File: src/rtl/nark_pkg.sv
// ============================================================================
// Module   : nark_pkg
// Purpose  : Shared types for the execute stage: ALU opcode encoding, execute
//            FSM states and the {N,Z,C,V} condition-flag record.
// Ports    : none (package)
// Revision : 1.0 - initial release
// ============================================================================
`default_nettype none

package nark_pkg;

  typedef enum logic [2:0] {
    OP_ADD = 3'd0,
    OP_SUB = 3'd1,
    OP_AND = 3'd2,
    OP_OR  = 3'd3,
    OP_XOR = 3'd4,
    OP_SLL = 3'd5,
    OP_SRL = 3'd6,
    OP_MUL = 3'd7
  } alu_op_e;

  typedef enum logic [0:0] {
    ST_IDLE = 1'b0,
    ST_MUL  = 1'b1
  } ex_state_e;

  // Field order gives FlagsE[3]=N, [2]=Z, [1]=C, [0]=V.
  typedef struct packed {
    logic n;
    logic z;
    logic c;
    logic v;
  } flags_t;

  // Width of the shift-amount field taken from operand B.
  localparam int c_SHAMT_W = 5;

endpackage

`default_nettype wire

File: src/rtl/seq_multiplier.sv
// ============================================================================
// Module   : seq_multiplier
// Purpose  : Iterative shift-add multiplier, one multiplier bit per cycle,
//            always exactly BITS iterations. Product is the low BITS bits.
// Ports    : CLK        - clock, rising edge
//            RST        - synchronous reset, active low
//            i_start    - load operands and begin (ignored while aborting)
//            i_abort    - drop any multiply in progress
//            i_a, i_b   - multiplicand, multiplier
//            o_done     - high during the cycle whose edge ends the last step
//            o_product  - valid while o_done is high
// Revision : 1.0 - initial release
// ============================================================================
`default_nettype none

module seq_multiplier
  import nark_pkg::*;
#(
  parameter int BITS = 24
) (
  input  logic            CLK,
  input  logic            RST,
  input  logic            i_start,
  input  logic            i_abort,
  input  logic [BITS-1:0] i_a,
  input  logic [BITS-1:0] i_b,
  output logic            o_done,
  output logic [BITS-1:0] o_product
);

  localparam int                CNT_W  = $clog2(BITS);
  localparam logic [CNT_W-1:0]  c_LAST = CNT_W'(BITS - 1);

  logic [BITS-1:0]  r_mcand;
  logic [BITS-1:0]  r_mplier;
  logic [BITS-1:0]  r_acc;
  logic [CNT_W-1:0] r_cnt;
  logic             r_busy;
  logic [BITS-1:0]  w_acc_next;

  // Multiplicand shifts left and multiplier shifts right each step, so bit 0
  // of r_mplier always selects whether the current partial product is added.
  assign w_acc_next = r_acc + (r_mplier[0] ? r_mcand : '0);
  assign o_done     = r_busy && (r_cnt == c_LAST);
  // The final accumulation is presented combinationally so the caller can
  // register it on the same edge that completes the last iteration.
  assign o_product  = w_acc_next;

  always_ff @(posedge CLK) begin
    if (!RST) begin
      r_mcand  <= '0;
      r_mplier <= '0;
      r_acc    <= '0;
      r_cnt    <= '0;
      r_busy   <= 1'b0;
    end else if (i_abort) begin
      r_busy <= 1'b0;
      r_cnt  <= '0;
    end else if (i_start) begin
      r_mcand  <= i_a;
      r_mplier <= i_b;
      r_acc    <= '0;
      r_cnt    <= '0;
      r_busy   <= 1'b1;
    end else if (r_busy) begin
      r_acc    <= w_acc_next;
      r_mcand  <= r_mcand << 1;
      r_mplier <= r_mplier >> 1;
      if (r_cnt == c_LAST) begin
        r_busy <= 1'b0;
        r_cnt  <= '0;
      end else begin
        r_cnt <= r_cnt + CNT_W'(1);
      end
    end
  end

endmodule

`default_nettype wire

File: src/rtl/execute_stage.sv
// ============================================================================
// Module   : execute_stage
// Purpose  : Pipeline execute stage. Single-cycle ALU ops (ADD/SUB/AND/OR/
//            XOR/SLL/SRL) and a BITS-cycle iterative MUL that stalls decode.
// Ports    : CLK, RST (sync, active low)
//            ValidD, ALUControlD, SrcAD, SrcBD, WriteDataD, WA4D, MemWriteD
//                     - instruction from decode
//            FlushE   - kill incoming / in-flight instruction
//            StallD   - decode must hold its outputs (combinational)
//            ALUResultE, FlagsE, WriteDataE, WA4E, MemWriteE, ValidE
//                     - registered results to the memory stage
// Revision : 1.0 - initial release
// ============================================================================
`default_nettype none

module execute_stage
  import nark_pkg::*;
#(
  parameter int BITS = 24
) (
  input  logic            CLK,
  input  logic            RST,
  input  logic            ValidD,
  input  logic [2:0]      ALUControlD,
  input  logic [BITS-1:0] SrcAD,
  input  logic [BITS-1:0] SrcBD,
  input  logic [BITS-1:0] WriteDataD,
  input  logic [3:0]      WA4D,
  input  logic            MemWriteD,
  input  logic            FlushE,
  output logic            StallD,
  output logic [BITS-1:0] ALUResultE,
  output logic [BITS-1:0] WriteDataE,
  output logic [3:0]      WA4E,
  output logic            MemWriteE,
  output logic            ValidE,
  output logic [3:0]      FlagsE
);

  localparam logic [c_SHAMT_W:0] c_BITS_EXT = (c_SHAMT_W + 1)'(BITS);

  ex_state_e       r_state;
  logic [BITS-1:0] r_result;
  logic [BITS-1:0] r_wdata;
  logic [3:0]      r_wa;
  logic            r_mw;
  logic            r_valid;
  flags_t          r_flags;
  // Side-band fields of the multiply in flight, released with the product.
  logic [BITS-1:0] r_hold_wd;
  logic [3:0]      r_hold_wa;
  logic            r_hold_mw;

  alu_op_e              w_op;
  logic                 w_is_mul;
  logic [BITS:0]        w_sum;
  logic [BITS:0]        w_diff;
  logic [c_SHAMT_W-1:0] w_shamt;
  logic                 w_sh_oob;
  logic [BITS-1:0]      w_res;
  logic                 w_c;
  logic                 w_v;
  flags_t               w_flags;
  flags_t               w_mul_flags;
  logic                 w_mul_start;
  logic                 w_mul_done;
  logic [BITS-1:0]      w_mul_prod;

  assign w_op     = alu_op_e'(ALUControlD);
  assign w_is_mul = (w_op == OP_MUL);

  // SUB is A + ~B + 1, so the top bit is the carry, i.e. NOT borrow.
  assign w_sum    = {1'b0, SrcAD} + {1'b0, SrcBD};
  assign w_diff   = {1'b0, SrcAD} + {1'b0, ~SrcBD} + {{BITS{1'b0}}, 1'b1};
  assign w_shamt  = SrcBD[c_SHAMT_W-1:0];
  assign w_sh_oob = ({1'b0, w_shamt} >= c_BITS_EXT);

  always_comb begin
    w_res = '0;
    w_c   = 1'b0;
    w_v   = 1'b0;
    case (w_op)
      OP_ADD: begin
        w_res = w_sum[BITS-1:0];
        w_c   = w_sum[BITS];
        w_v   = (SrcAD[BITS-1] == SrcBD[BITS-1]) && (w_sum[BITS-1] != SrcAD[BITS-1]);
      end
      OP_SUB: begin
        w_res = w_diff[BITS-1:0];
        w_c   = w_diff[BITS];
        w_v   = (SrcAD[BITS-1] != SrcBD[BITS-1]) && (w_diff[BITS-1] != SrcAD[BITS-1]);
      end
      OP_AND:  w_res = SrcAD & SrcBD;
      OP_OR:   w_res = SrcAD | SrcBD;
      OP_XOR:  w_res = SrcAD ^ SrcBD;
      OP_SLL:  w_res = w_sh_oob ? '0 : (SrcAD << w_shamt);
      OP_SRL:  w_res = w_sh_oob ? '0 : (SrcAD >> w_shamt);
      default: w_res = '0;
    endcase
  end

  always_comb begin
    w_flags   = '0;
    w_flags.n = w_res[BITS-1];
    w_flags.z = (w_res == '0);
    w_flags.c = w_c;
    w_flags.v = w_v;
  end

  always_comb begin
    w_mul_flags   = '0;
    w_mul_flags.n = w_mul_prod[BITS-1];
    w_mul_flags.z = (w_mul_prod == '0);
  end

  assign w_mul_start = (r_state == ST_IDLE) && ValidD && w_is_mul && !FlushE;

  seq_multiplier #(
    .BITS (BITS)
  ) u_mul (
    .CLK       (CLK),
    .RST       (RST),
    .i_start   (w_mul_start),
    .i_abort   (FlushE),
    .i_a       (SrcAD),
    .i_b       (SrcBD),
    .o_done    (w_mul_done),
    .o_product (w_mul_prod)
  );

  // Stall covers the presenting cycle plus BITS-1 multiply cycles; it drops in
  // the final iteration so decode can advance onto the edge that frees the ALU.
  always_comb begin
    StallD = 1'b0;
    case (r_state)
      ST_IDLE: StallD = ValidD && w_is_mul;
      ST_MUL:  StallD = !w_mul_done;
      default: StallD = 1'b0;
    endcase
  end

  always_ff @(posedge CLK) begin
    if (!RST) begin
      r_state   <= ST_IDLE;
      r_result  <= '0;
      r_wdata   <= '0;
      r_wa      <= '0;
      r_mw      <= 1'b0;
      r_valid   <= 1'b0;
      r_flags   <= '0;
      r_hold_wd <= '0;
      r_hold_wa <= '0;
      r_hold_mw <= 1'b0;
    end else if (FlushE) begin
      r_state <= ST_IDLE;
      r_valid <= 1'b0;
      r_mw    <= 1'b0;
      r_wa    <= '0;
    end else begin
      case (r_state)
        ST_IDLE: begin
          if (!ValidD) begin
            r_valid <= 1'b0;
            r_mw    <= 1'b0;
            r_wa    <= '0;
          end else if (w_is_mul) begin
            r_hold_wd <= WriteDataD;
            r_hold_wa <= WA4D;
            r_hold_mw <= MemWriteD;
            r_valid   <= 1'b0;
            r_mw      <= 1'b0;
            r_wa      <= '0;
            r_state   <= ST_MUL;
          end else begin
            r_result <= w_res;
            r_flags  <= w_flags;
            r_valid  <= 1'b1;
            r_wa     <= WA4D;
            r_wdata  <= WriteDataD;
            r_mw     <= MemWriteD;
          end
        end
        ST_MUL: begin
          if (w_mul_done) begin
            r_result <= w_mul_prod;
            r_flags  <= w_mul_flags;
            r_valid  <= 1'b1;
            r_wa     <= r_hold_wa;
            r_wdata  <= r_hold_wd;
            r_mw     <= r_hold_mw;
            r_state  <= ST_IDLE;
          end
        end
        default: r_state <= ST_IDLE;
      endcase
    end
  end

  assign ALUResultE = r_result;
  assign WriteDataE = r_wdata;
  assign WA4E       = r_wa;
  assign MemWriteE  = r_mw;
  assign ValidE     = r_valid;
  assign FlagsE     = r_flags;

endmodule

`default_nettype wire

File: config.mk
export PLATFORM = sky130hd
export DESIGN_NAME = execute_stage
export DESIGN_NICKNAME = d
export VERILOG_FILES = /design/src/rtl/nark_pkg.sv /design/src/rtl/seq_multiplier.sv /design/src/rtl/execute_stage.sv
export SDC_FILE = /design/constraint.sdc
export NUM_CORES = 1
export LEC_CHECK = 0
export CORE_ASPECT_RATIO = 1.25
export CORE_UTILIZATION = 45
export CTS_BUF_LIST = sky130_fd_sc_hd__clkbuf_2
export DETAILED_ROUTE_END_ITERATION = 10
export PLACE_DENSITY_LB_ADDON = 0.15
export SLEW_MARGIN = 20
export SYNTH_ARGS = -nofsm -noshare
export SYNTH_HDL_FRONTEND = slang
export SYNTH_SLANG_ARGS = --single-unit
File: constraint.sdc
create_clock -name CLK -period 4.4 [get_ports CLK]
set_input_delay 0.88 -clock CLK [delete_from_list [all_inputs] [get_ports CLK]]
set_output_delay 0.88 -clock CLK [all_outputs]
set_load 0.02 [all_outputs]
==> results.json <==
{
  "status": "finished clean",
  "vias": 16200,
  "dp_slack_ns": -0.531,
  "layout.cells.non_filler": 2695,
  "netSwitchingPower_w": 0.00162,
  "drc": 0,
  "synth-edff-count": 0,
  "hp-start": "u_mul.r_mplier[23]$_SDFFE_PN0P_",
  "cp_slowest_stage_delay_ns": 0.58,
  "nets": 2461,
  "slew_violations": 0,
  "place_congestion": 1.03,
  "clockRootBuffer": "clkbuf_2",
  "via_per_inst": 6.01,
  "first_pass_iters": 9,
  "clk_pin_slew_ns": 0.32,
  "worstPathCellList": "and2_1, ha_1, inv_1, fa_1, nor2b_2, o2111ai_1, nand3_1, a22oi_2, o311ai_2, xor2_1, or4_1, or4_1, or4b_1, nand2_1, a31o_1",
  "setup_ws_ns": 0.221,
  "max_freq_mhz": 239,
  "startpoint_type": "flop",
  "fin_util_pct": 58.7,
  "ioPinCount": 143,
  "min_delay_path_depth": 2,
  "grt_pass1_vias": 15600,
  "hold_buffers": 0,
  "grt_use_met1_pct": 42.9,
  "slowest_stage": "or4_1",
  "grt-busiest-layer": "met2",
  "synth_cell_types": 90,
  "start_util_pct": 45.7,
  "hold_viol": 0,
  "synth_warnings": 0,
  "whs_ns": 0.444,
  "port-buffer-count": 142,
  "seqPwrFrac_pct": 38.4,
  "p_int_w": 0.00247,
  "antenna_found_initial": 2,
  "die_x_um": 163,
  "dieArea_mm2": 0.0330,
  "finalCriticalPeriod_ns": 4.18,
  "leakage_nw": 7.75,
  "syn_to_final_growth_pct": 28.5,
  "hold_end": "u_mul.r_mplier[22]$_SDFFE_PN0P_",
  "synth-async-reset-ratio_pct": 0,
  "grtUsageTotal_pct": 36.7,
  "worstReg2RegEnd": "FlagsE[2]$_SDFFE_PN0P_",
  "clock_path_buffers": 2,
  "worst_ep_required_time_ns": 5.26,
  "dp_hpwl_um": 48100,
  "crit_fanout": 5,
  "clk_latency_ns": 0.90,
  "cts_buffers": 17,
  "met2_usage_pct": 62.5,
  "synth_fp_nets": 2125,
  "die_y_um": 203,
  "cts_max_level": 4,
  "grt_pass1_wl_um": 91600,
  "slew_headroom_pct": 33.5,
  "core_mm2": 0.0318,
  "clkPwrFrac_pct": 22.7,
  "syn_area_per_cell_um2": 7.52,
  "crit_type": "flop to flop",
  "peakVddDrop_uv": 247,
  "grt_overflow": 0,
  "drive_gt1_share_pct": 18.5,
  "grtUsageMet3_pct": 6.03,
  "critPathArrivalTime_ns": 5.04,
  "hp-class": "flop to flop",
  "skew_ns": 0.0665,
  "fin_crit_sh_pct": 95.0,
  "r2r_cells": 15,
  "end_kind": "flop",
  "place_inst": 2659,
  "setup_viol": 0,
  "synth_ff_type": "dfxtp_1",
  "grt_max_degree": 91,
  "power_per_cell_area_mw_per_mm2": 219,
  "ys_seq_area_share_pct": 22.7,
  "drtIter0Drc": 1380,
  "clock_sinks": 165,
  "worst_pin_slew_ns": 0.996,
  "synth-seq-cells": 165,
  "crit_top_cell": "or4_1",
  "r2r_start": "u_mul.r_mplier[0]$_SDFFE_PN0P_",
  "syn-cell-area_mm2": 0.0145,
  "syn_inst": 1932,
  "cts_tree": "built",
  "r2r_slack_ns": 0.22,
  "ant_nets": 0,
  "netSwitchingFraction_pct": 39.6,
  "critical-path-top-delay-family": "simple AND/OR/NAND/NOR gates",
  "power_frac_comb_pct": 38.9,
  "path_buf_inv": 1,
  "finalSetupTns_ns": 0,
  "routed_wl_um": 61200,
  "avgRoutedWirePerCell_um": 22.7,
  "maxCapViolations": 0,
  "rows": 73
}
==> timing repair <==
action,4_1_cts,5_1_grt
endpoints found under the setup margin,0,1
gates resized for setup,0,6
buffers inserted,0,2
==> cells in the final DEF (no fill, tap or decap), drive strengths merged, types with 8 or more instances in the layout <==
cell type and count:
or2 8, dfxtp 165, o31ai 12, nand2 288
nor3 20, ha 106, mux2 17, inv 97
mux2i 73, o21bai 10, a22oi 27, buf 317
and2 37, mux4 24, xor2 12, a21oi 165
a211oi 48, nand3 24, xnor2 19, clkbuf 17
nor2b 19, o211ai 27, a21o 21, a211o 8
clkdlybuf4s50 139, a311oi 49, a221oi 11, o221ai 9
o21ai 80, o21a 13, nand2b 16, nor2 223
nor4 13
==> registers in the layout (all words and copies together), names as in the netlist <==
| register | flops |
|---|---|
| u_mul.r_mplier | 24 |
| u_mul.r_busy | 1 |
| ALUResultE | 24 |
| r_state | 1 |
| WA4E | 4 |
| ValidE | 1 |
| WriteDataE | 24 |
| r_hold_wd | 24 |
| r_hold_mw | 1 |
| u_mul.r_cnt | 5 |
| r_hold_wa | 4 |
| u_mul.r_mcand | 24 |
| FlagsE | 3 |
| MemWriteE | 1 |
| u_mul.r_acc | 24 |
==> synth_stat cells, drive strengths merged (13+ instances only) <==
cell / number / share of area [%]
dfxtp: 165 / 23
mux4: 24 / 3.8
clkbuf: 103 / 2.7
o21ai: 80 / 2.8
nor3: 20 / 0.69
o211ai: 27 / 1.4
inv: 89 / 2.3
xnor2: 19 / 1.1
mux2: 17 / 1.3
and2: 37 / 1.6
o21a: 13 / 0.67
buf: 36 / 1.4
ha: 106 / 9.1
mux2i: 73 / 5.0
nor4: 13 / 0.60
a21oi: 165 / 5.7
a311oi: 49 / 3.0
nand3: 24 / 0.83
nor2: 223 / 5.8
nand2: 288 / 7.4
a21o: 21 / 1.1
a22oi: 27 / 1.4
a211oi: 48 / 2.5
nand2b: 16 / 0.69
nor2b: 19 / 0.82
==> worst max path at each step <==
stage / startpoint / cells after the start / endpoint / slack [ns]
floorplan: SrcBD[1] / 16 / FlagsE[2]$_SDFFE_PN0P_ / 0.04
global placement: SrcAD[0] / 16 / FlagsE[2]$_SDFFE_PN0P_ / -0.42
finish: u_mul.r_mplier[0]$_SDFFE_PN0P_ / 15 / FlagsE[2]$_SDFFE_PN0P_ / 0.22
global route: u_mul.r_mplier[0]$_SDFFE_PN0P_ / 15 / FlagsE[2]$_SDFFE_PN0P_ / -0.002
detailed placement: SrcAD[0] / 16 / FlagsE[2]$_SDFFE_PN0P_ / -0.53
CTS: u_mul.r_mplier[0]$_SDFFE_PN0P_ / 15 / FlagsE[2]$_SDFFE_PN0P_ / 0.09
==> metrics by stage <==
step	total power [W]	instance area, um2
final	0.00409	18700
after global routing	0.00427	18700
after CTS	0.00410	18600
after detailed placement	0.00315	18300
after global placement	0.00315	18300
after floorplan	0.00236	14500
==> worst register-to-register path, delay by kind of cell, from the launching register on <==
family          cells  cell delay [ns]
compound gates      4             0.68
xor+xnor            1             0.16
flops               1             0.43
simple gates        7             2.24
fa+ha+maj           2             0.62
buf+inv             1             0.06
==> layout make-up <==
class	count	area, um2
antenna	2	5.00
clock buffer	17	85.1
clock inverter	15	199
fill	3094	13100
inverter	89	337
multi-input combinational	1539	10400
sequential	165	3310
tap	412	515
timing repair buffer	456	3850
==> per-layer routing <==
layer / share of wire [%] / wire length (um)
met1: 39 / 24000
met3: 6.4 / 3930
met5: 0.021 / 13
met2: 48 / 29300
met4: 6.4 / 3920
==> logic make-up after synthesis <==
logic type	after synthesis	synth area share [%]
muxes	114	10.1
buffers and inverters	228	6.40
AOI/OAI and AO/OA	581	27.5
and+or+nand+nor	704	21.8
adders and majority gates	109	9.55
xor gates and xnor gates	31	1.87
DFF	165	22.7
==> power groups by stage <==
stage	clock network (W)	registers, W	logic [W]
after floorplan	0	0.00163	0.000726
after global placement	0	0.00160	0.00155
after detailed placement	0	0.00160	0.00155
after CTS	0.000958	0.00157	0.00156
after global routing	0.00101	0.00158	0.00168
final	0.000928	0.00157	0.00159
Note: power is estimated with default switching activity, not from simulation.
